### config.mk
export PLATFORM = sky130hd
export DESIGN_NAME = slv_req_apb_bridge_flat
export DESIGN_NICKNAME = d
export VERILOG_FILES = /design/src/rtl/slv_req_apb_bridge_if.sv /design/src/rtl/slv_req_apb_bridge.sv /design/src/flat_wrapper.sv
export SDC_FILE = /design/constraint.sdc
export NUM_CORES = 1
export LEC_CHECK = 0
export CAP_MARGIN = 30
export CORE_MARGIN = 3
export CORE_UTILIZATION = 44
export DETAILED_ROUTE_END_ITERATION = 10
export PLACE_DENSITY = 0.85
export SYNTH_ARGS = -nofsm -noshare
export SYNTH_HDL_FRONTEND = slang
export SYNTH_SLANG_ARGS = --single-unit
### constraint.sdc
create_clock -name i_clk -period 6.6 [get_ports i_clk]
set_input_delay 1.32 -clock i_clk [delete_from_list [all_inputs] [get_ports i_clk]]
set_output_delay 1.32 -clock i_clk [all_outputs]
set_load 0.02 [all_outputs]
### src/rtl/slv_req_apb_bridge_if.sv
// Bundle of the request/response stream from the AXI slave front-end and the APB master bus.
// The "master" modport is the bridge; the "slave" modport is the surrounding environment.
interface slv_req_apb_bridge_if #(
  parameter int ABITS = 48
);
  logic             req_valid;
  logic             req_ready;
  logic [ABITS-1:0] req_addr;
  logic [7:0]       req_size;
  logic             req_write;
  logic [63:0]      req_wdata;
  logic [7:0]       req_wstrb;
  logic             req_last;

  logic             resp_valid;
  logic [63:0]      resp_rdata;
  logic             resp_err;

  logic             psel;
  logic             penable;
  logic [ABITS-1:0] paddr;
  logic             pwrite;
  logic [31:0]      pwdata;
  logic [3:0]       pstrb;
  logic [31:0]      prdata;
  logic             pready;
  logic             pslverr;

  modport master (
    input  req_valid, req_addr, req_size, req_write, req_wdata, req_wstrb, req_last,
    output req_ready,
    output resp_valid, resp_rdata, resp_err,
    output psel, penable, paddr, pwrite, pwdata, pstrb,
    input  prdata, pready, pslverr
  );

  modport slave (
    output req_valid, req_addr, req_size, req_write, req_wdata, req_wstrb, req_last,
    input  req_ready,
    input  resp_valid, resp_rdata, resp_err,
    input  psel, penable, paddr, pwrite, pwdata, pstrb,
    output prdata, pready, pslverr
  );
endinterface

### src/rtl/slv_req_apb_bridge.sv
// Replays one req/resp beat as one or two 32-bit APB transfers, with an ACCESS-phase stall timeout.
// req_last is carried by the interface but plays no part in sequencing.
module slv_req_apb_bridge #(
  parameter int ABITS   = 48,
  parameter int TIMEOUT = 256
) (
  input  logic                 i_clk,
  input  logic                 i_rst,
  slv_req_apb_bridge_if.master bus
);
  localparam int TW = (TIMEOUT < 2) ? 1 : $clog2(TIMEOUT + 1);

  typedef enum logic [1:0] {IDLE, SETUP, ACCESS, RESP} state_t;

  state_t           state_q, state_d;
  logic             ready_q, ready_d;
  logic [ABITS-4:0] addr_q;
  logic             write_q;
  logic [63:0]      wdata_q;
  logic [7:0]       wstrb_q;
  logic [63:0]      rdata_q;
  logic             two_q;
  logic             word_q;
  logic             err_q;
  logic [TW-1:0]    timer_q;

  logic accept, one_word, two_word, timeout_hit, last_word, active, in_resp;

  function automatic logic fits_one_word(input logic [1:0] lo, input logic [7:0] size);
    logic [8:0] span;
    span = {7'b0, lo} + {1'b0, size};
    return ((size == 8'd1) || (size == 8'd2) || (size == 8'd4)) && (span <= 9'd4);
  endfunction

  assign accept      = bus.req_valid & ready_q;
  assign one_word    = fits_one_word(bus.req_addr[1:0], bus.req_size);
  assign two_word    = (bus.req_size == 8'd8) && (bus.req_addr[2:0] == 3'b000);
  assign timeout_hit = (TIMEOUT != 0) && !bus.pready && (timer_q == TW'(TIMEOUT - 1));
  assign last_word   = !two_q || word_q;

  always_comb begin
    state_d = state_q;
    ready_d = 1'b0;
    case (state_q)
      IDLE:    if (accept) state_d = (one_word || two_word) ? SETUP : RESP;
      SETUP:   state_d = ACCESS;
      ACCESS: begin
        if (bus.pready)       state_d = last_word ? RESP : SETUP;
        else if (timeout_hit) state_d = RESP;
      end
      RESP:    state_d = IDLE;
      default: state_d = IDLE;
    endcase
    // ready is registered, so it follows the state we are about to enter
    ready_d = (state_d == IDLE);
  end

  always_ff @(posedge i_clk) begin
    if (i_rst) begin
      state_q <= IDLE;
      ready_q <= 1'b0;
    end else begin
      state_q <= state_d;
      ready_q <= ready_d;
    end
  end

  always_ff @(posedge i_clk) begin
    if (i_rst) begin
      two_q   <= 1'b0;
      word_q  <= 1'b0;
      err_q   <= 1'b0;
      timer_q <= '0;
    end else begin
      case (state_q)
        IDLE: if (accept) begin
          two_q  <= two_word;
          word_q <= two_word ? 1'b0 : bus.req_addr[2];
          err_q  <= !(one_word || two_word);
        end
        SETUP: timer_q <= '0;
        ACCESS: begin
          if (bus.pready) begin
            err_q <= err_q | bus.pslverr;
            if (!last_word) word_q <= 1'b1;
          end else begin
            timer_q <= timer_q + 1'b1;
            if (timeout_hit) err_q <= 1'b1;
          end
        end
        default: ;
      endcase
    end
  end

  // Payload registers carry no reset; every output that exposes them is gated by state.
  always_ff @(posedge i_clk) begin
    if (accept) begin
      addr_q  <= bus.req_addr[ABITS-1:3];
      write_q <= bus.req_write;
      wdata_q <= bus.req_wdata;
      wstrb_q <= bus.req_wstrb;
      rdata_q <= '0;
    end else if (state_q == ACCESS && bus.pready) begin
      if (!two_q && !write_q) rdata_q <= {bus.prdata, bus.prdata};
      else if (word_q)        rdata_q[63:32] <= bus.prdata;
      else                    rdata_q[31:0]  <= bus.prdata;
    end
  end

  assign active  = (state_q == SETUP) || (state_q == ACCESS);
  assign in_resp = (state_q == RESP);

  assign bus.req_ready  = ready_q;
  assign bus.psel       = active;
  assign bus.penable    = (state_q == ACCESS);
  assign bus.paddr      = active ? {addr_q, word_q, 2'b00} : '0;
  assign bus.pwrite     = active & write_q;
  assign bus.pwdata     = !active ? 32'h0 : (word_q ? wdata_q[63:32] : wdata_q[31:0]);
  assign bus.pstrb      = !(active && write_q) ? 4'h0 : (word_q ? wstrb_q[7:4] : wstrb_q[3:0]);
  assign bus.resp_valid = in_resp;
  assign bus.resp_rdata = in_resp ? rdata_q : 64'h0;
  assign bus.resp_err   = in_resp & err_q;
endmodule
### src/flat_wrapper.sv
// flat-port wrapper written by rule: the top's interface ports become plain ports
module slv_req_apb_bridge_flat 
#(
  parameter int ABITS   = 48,
  parameter int TIMEOUT = 256
)
  (i_clk, i_rst, bus_req_valid, bus_req_addr, bus_req_size, bus_req_write, bus_req_wdata, bus_req_wstrb, bus_req_last, bus_req_ready, bus_resp_valid, bus_resp_rdata, bus_resp_err, bus_psel, bus_penable, bus_paddr, bus_pwrite, bus_pwdata, bus_pstrb, bus_prdata, bus_pready, bus_pslverr);
  slv_req_apb_bridge_if #(.ABITS(ABITS)) bus_i ();
  input  logic i_clk;
  input  logic i_rst;
  input wire logic [$bits(bus_i.req_valid)-1:0] bus_req_valid;
  input wire logic [$bits(bus_i.req_addr)-1:0] bus_req_addr;
  input wire logic [$bits(bus_i.req_size)-1:0] bus_req_size;
  input wire logic [$bits(bus_i.req_write)-1:0] bus_req_write;
  input wire logic [$bits(bus_i.req_wdata)-1:0] bus_req_wdata;
  input wire logic [$bits(bus_i.req_wstrb)-1:0] bus_req_wstrb;
  input wire logic [$bits(bus_i.req_last)-1:0] bus_req_last;
  output wire logic [$bits(bus_i.req_ready)-1:0] bus_req_ready;
  output wire logic [$bits(bus_i.resp_valid)-1:0] bus_resp_valid;
  output wire logic [$bits(bus_i.resp_rdata)-1:0] bus_resp_rdata;
  output wire logic [$bits(bus_i.resp_err)-1:0] bus_resp_err;
  output wire logic [$bits(bus_i.psel)-1:0] bus_psel;
  output wire logic [$bits(bus_i.penable)-1:0] bus_penable;
  output wire logic [$bits(bus_i.paddr)-1:0] bus_paddr;
  output wire logic [$bits(bus_i.pwrite)-1:0] bus_pwrite;
  output wire logic [$bits(bus_i.pwdata)-1:0] bus_pwdata;
  output wire logic [$bits(bus_i.pstrb)-1:0] bus_pstrb;
  input wire logic [$bits(bus_i.prdata)-1:0] bus_prdata;
  input wire logic [$bits(bus_i.pready)-1:0] bus_pready;
  input wire logic [$bits(bus_i.pslverr)-1:0] bus_pslverr;
  assign bus_i.req_valid = bus_req_valid;
  assign bus_i.req_addr = bus_req_addr;
  assign bus_i.req_size = bus_req_size;
  assign bus_i.req_write = bus_req_write;
  assign bus_i.req_wdata = bus_req_wdata;
  assign bus_i.req_wstrb = bus_req_wstrb;
  assign bus_i.req_last = bus_req_last;
  assign bus_req_ready = bus_i.req_ready;
  assign bus_resp_valid = bus_i.resp_valid;
  assign bus_resp_rdata = bus_i.resp_rdata;
  assign bus_resp_err = bus_i.resp_err;
  assign bus_psel = bus_i.psel;
  assign bus_penable = bus_i.penable;
  assign bus_paddr = bus_i.paddr;
  assign bus_pwrite = bus_i.pwrite;
  assign bus_pwdata = bus_i.pwdata;
  assign bus_pstrb = bus_i.pstrb;
  assign bus_i.prdata = bus_prdata;
  assign bus_i.pready = bus_pready;
  assign bus_i.pslverr = bus_pslverr;
  slv_req_apb_bridge #(.ABITS(ABITS), .TIMEOUT(TIMEOUT)) u_core (.i_clk(i_clk), .i_rst(i_rst), .bus(bus_i));
endmodule
==> impl_metrics.csv <==
group,metric,value,unit
outcome,outcome,"complete, no violations",
critical_path,required,5280,ps
sta,drv_slew,0,
final_layout,multi_input_area,2750,um2
routing,via_count,6306,
final_layout,drive_gt1_frac,0.0500,
critical_path,crit_type,"reg -> out",
grt,grt_pass1_vias,6411,
final_layout,ff_latch_area,5130,um2
die,ios,321,
die,die_area,20000,um2
synth,synth-seq-area-share,0.635,
synth,async_flop_share,0,
synth,syn_avg_cell_area,11.1,um2
clock_network,clk_pin_slew,60,ps
synth,synth_warnings,0,
clock_network,clock_latency,430,ps
sta,fin_crit_sh,0.646,
hold_path,hold_depth,2,
job,drv_cap,0,
die,dieWidth,141,um
sta,max_freq,0.235,GHz
grt,grt_max_degree,109,
clock_network,clock-sinks,197,
critical_path,crit-reg2reg-launch,"u_core.timer_q[0]$_SDFFE_PP0P_",
placement,dpl_worst_slack,2730,ps
routing,wl_per_cell,17.4,um
synth,synthFlopType,"edfxtp_1",
critical_path,startpoint,"u_core.state_q[1]$_SDFF_PP0_",
grt,grt_overflow_total,0,
final_layout,final.fill_count,1298,
clock_network,clk_path_buf_depth,2,
final_layout,fin_nets,1203,
routing,ant_nets,0,
hold_path,min_from,"u_core.rdata_q[60]$_SDFFE_PP0P_",
sta,rsz0062_at_grt,"no",
sta,tns,0,ps
die,die_y,141,um
critical_path,worstSetupEndpointType,"output pin",
clock_network,cts_tree,"yes",
power,peakVddDrop,0.000268,V
routing,wirelength,22.0,mm
synth,synth_cells,728,
routing,route.detailed.drc,0,
clock_network,cts_buffers,17,
clock_network,cts_max_level,4,
hold_path,hold_class,"reg -> reg",
critical_path,crit_arrival,2940,ps
routing,drt-initial-drc-count,328,
clock_network,cts_hold_buf,0,
synth,ys_ff_latch,197,
critical_path,path_max_fanout,80,
sta,hold_viol,0,
die,rows,48,
routing,vias_per_cell,4.98,
die,core-area,17600,um2
placement,finalWeightedCongestion,0.828,
grt,antenna_found_initial,1,
sta,setup_ws,2340,ps
grt,grt_pass1_wl,34.1,mm
critical_path,reg2regPathDepth,10,
critical_path,cp-start-kind,"flip-flop",
power,power_density,370,nW/um2
routing,drt_pass1_iterations,5,
sta,worst_pin_slew,881,ps
grt,grt_use_total,0.219,
clock_network,cts-resized-gates,0,
sta,final.min_clock_period,4260,ps
critical_path,r2r_slack,4230,ps
synth,netlist_area,8070,um2
sta,skew,15.6,ps
die,initial_core_util,0.459,
clock_network,cts-root-buf,"clkbuf_16",
placement,port_buffers,317,
sta,setup_viol,0,
final_layout,area_delta_synth_final,48.7,%
synth,ys_types,38,
sta,relSlewSlack,0.413,
power,leakage,4.25,nW
placement,hpwl,15.5,mm
clock_network,post_cts_buffers,0,
synth,synth_edf_count,118,
[worst max-delay path, stage by stage, from the launching register on]
cell             delay (ps)
dfxtp_1                 420
inv_1                   110
ha_2                    320
buf_4                   490
nand2_1                 300
nor2_1                  210
clkdlybuf4s50_1         670
[per-layer routing]
metal / track usage / wire length [um] / vias to the layer above
met4: 0.0838 / 654 / 0
li1: - / - / 3046
met3: 0.0846 / 1970 / 39
met5: 0 / 0 / -
met2: 0.369 / 11100 / 268
met1: 0.252 / 8310 / 2953
[placed cells by master, fill, tap and decap left out, drive strengths merged, types with 5 or more instances in the layout]
cell type      count
edfxtp           118
buf                8
ha                 9
nor2              27
and2             111
a21oi             73
nand2            139
clkdlybuf4s50    317
o21ai              7
clkinv             6
and3               5
nor2b             34
inv               12
clkbuf            17
mux2i             37
dfxtp             79
[power by group]
group | total, mW | switching [mW] | internal, mW
Combinational | 1.77 | 0.977 | 0.793
Clock | 1.02 | 0.483 | 0.540
Sequential | 1.64 | 0.0827 | 1.56
[area by class of cell]
class	instances	share of cell area
well taps	225	0.0234
flip-flops and latches	197	0.427
repair buffers	325	0.269
diodes	1	0.000208
clock buffers	17	0.0354
clock inverters	15	0.0137
multi-input cells	480	0.229
inverters	5	0.00198
[flip-flops by register name, indices dropped and copies added, names as in the netlist, 2 cells and up]
name	count
u_core.addr_q	45
u_core.wdata_q	64
u_core.rdata_q	64
u_core.wstrb_q	8
u_core.timer_q	9
u_core.state_q	2
[cell usage after synthesis (all sizes together), types with 4 or more instances]
cell,n,share of area
a21oi,73,0.046
a22oi,4,0.0037
and2,111,0.086
and3,5,0.0039
buf,9,0.0059
clkbuf,38,0.018
dfxtp,79,0.20
edfxtp,118,0.44
ha,9,0.014
inv,4,0.0019
mux2i,37,0.046
nand2,139,0.065
nor2,27,0.013
nor2b,34,0.026
o21ai,7,0.0043
xor2,4,0.0043
[cells by family after synthesis]
logic type / count (synthesis) / synth area share
flops: 197 / 0.635
buf+inv: 52 / 0.0259
simple gates: 335 / 0.211
other cells: 1 / 0.000465
compound gates: 92 / 0.0612
fa+ha+maj: 10 / 0.0164
xor+xnor: 4 / 0.00434
mux: 37 / 0.0459
[path summary, 6_finish.rpt]
check / to
setup / recovery: bus_pstrb[0]
hold / removal: u_core.rdata_q[60]$_SDFFE_PP0P_
setup reg to reg: u_core.bus.req_ready$_SDFF_PP0_
hold reg to reg: u_core.rdata_q[60]$_SDFFE_PP0P_
[stage by stage]
| step | hold WS [ps] | utilization | cell area, um2 | total power [mW] | cells |
|---|---|---|---|---|---|
| floorplan | 432 | - | 8080 | 2.67 | 729 |
| global placement | 437 | 0.649 | 11400 | 3.40 | 1232 |
| detailed placement | 442 | 0.649 | 11400 | 3.45 | 1232 |
| CTS | 452 | 0.682 | 12000 | 4.49 | 1264 |
| global route | 465 | 0.682 | 12000 | 4.68 | 1265 |
| finish | 449 | 0.682 | 12000 | 4.44 | 1265 |
Power figures use the tool's default switching activity.
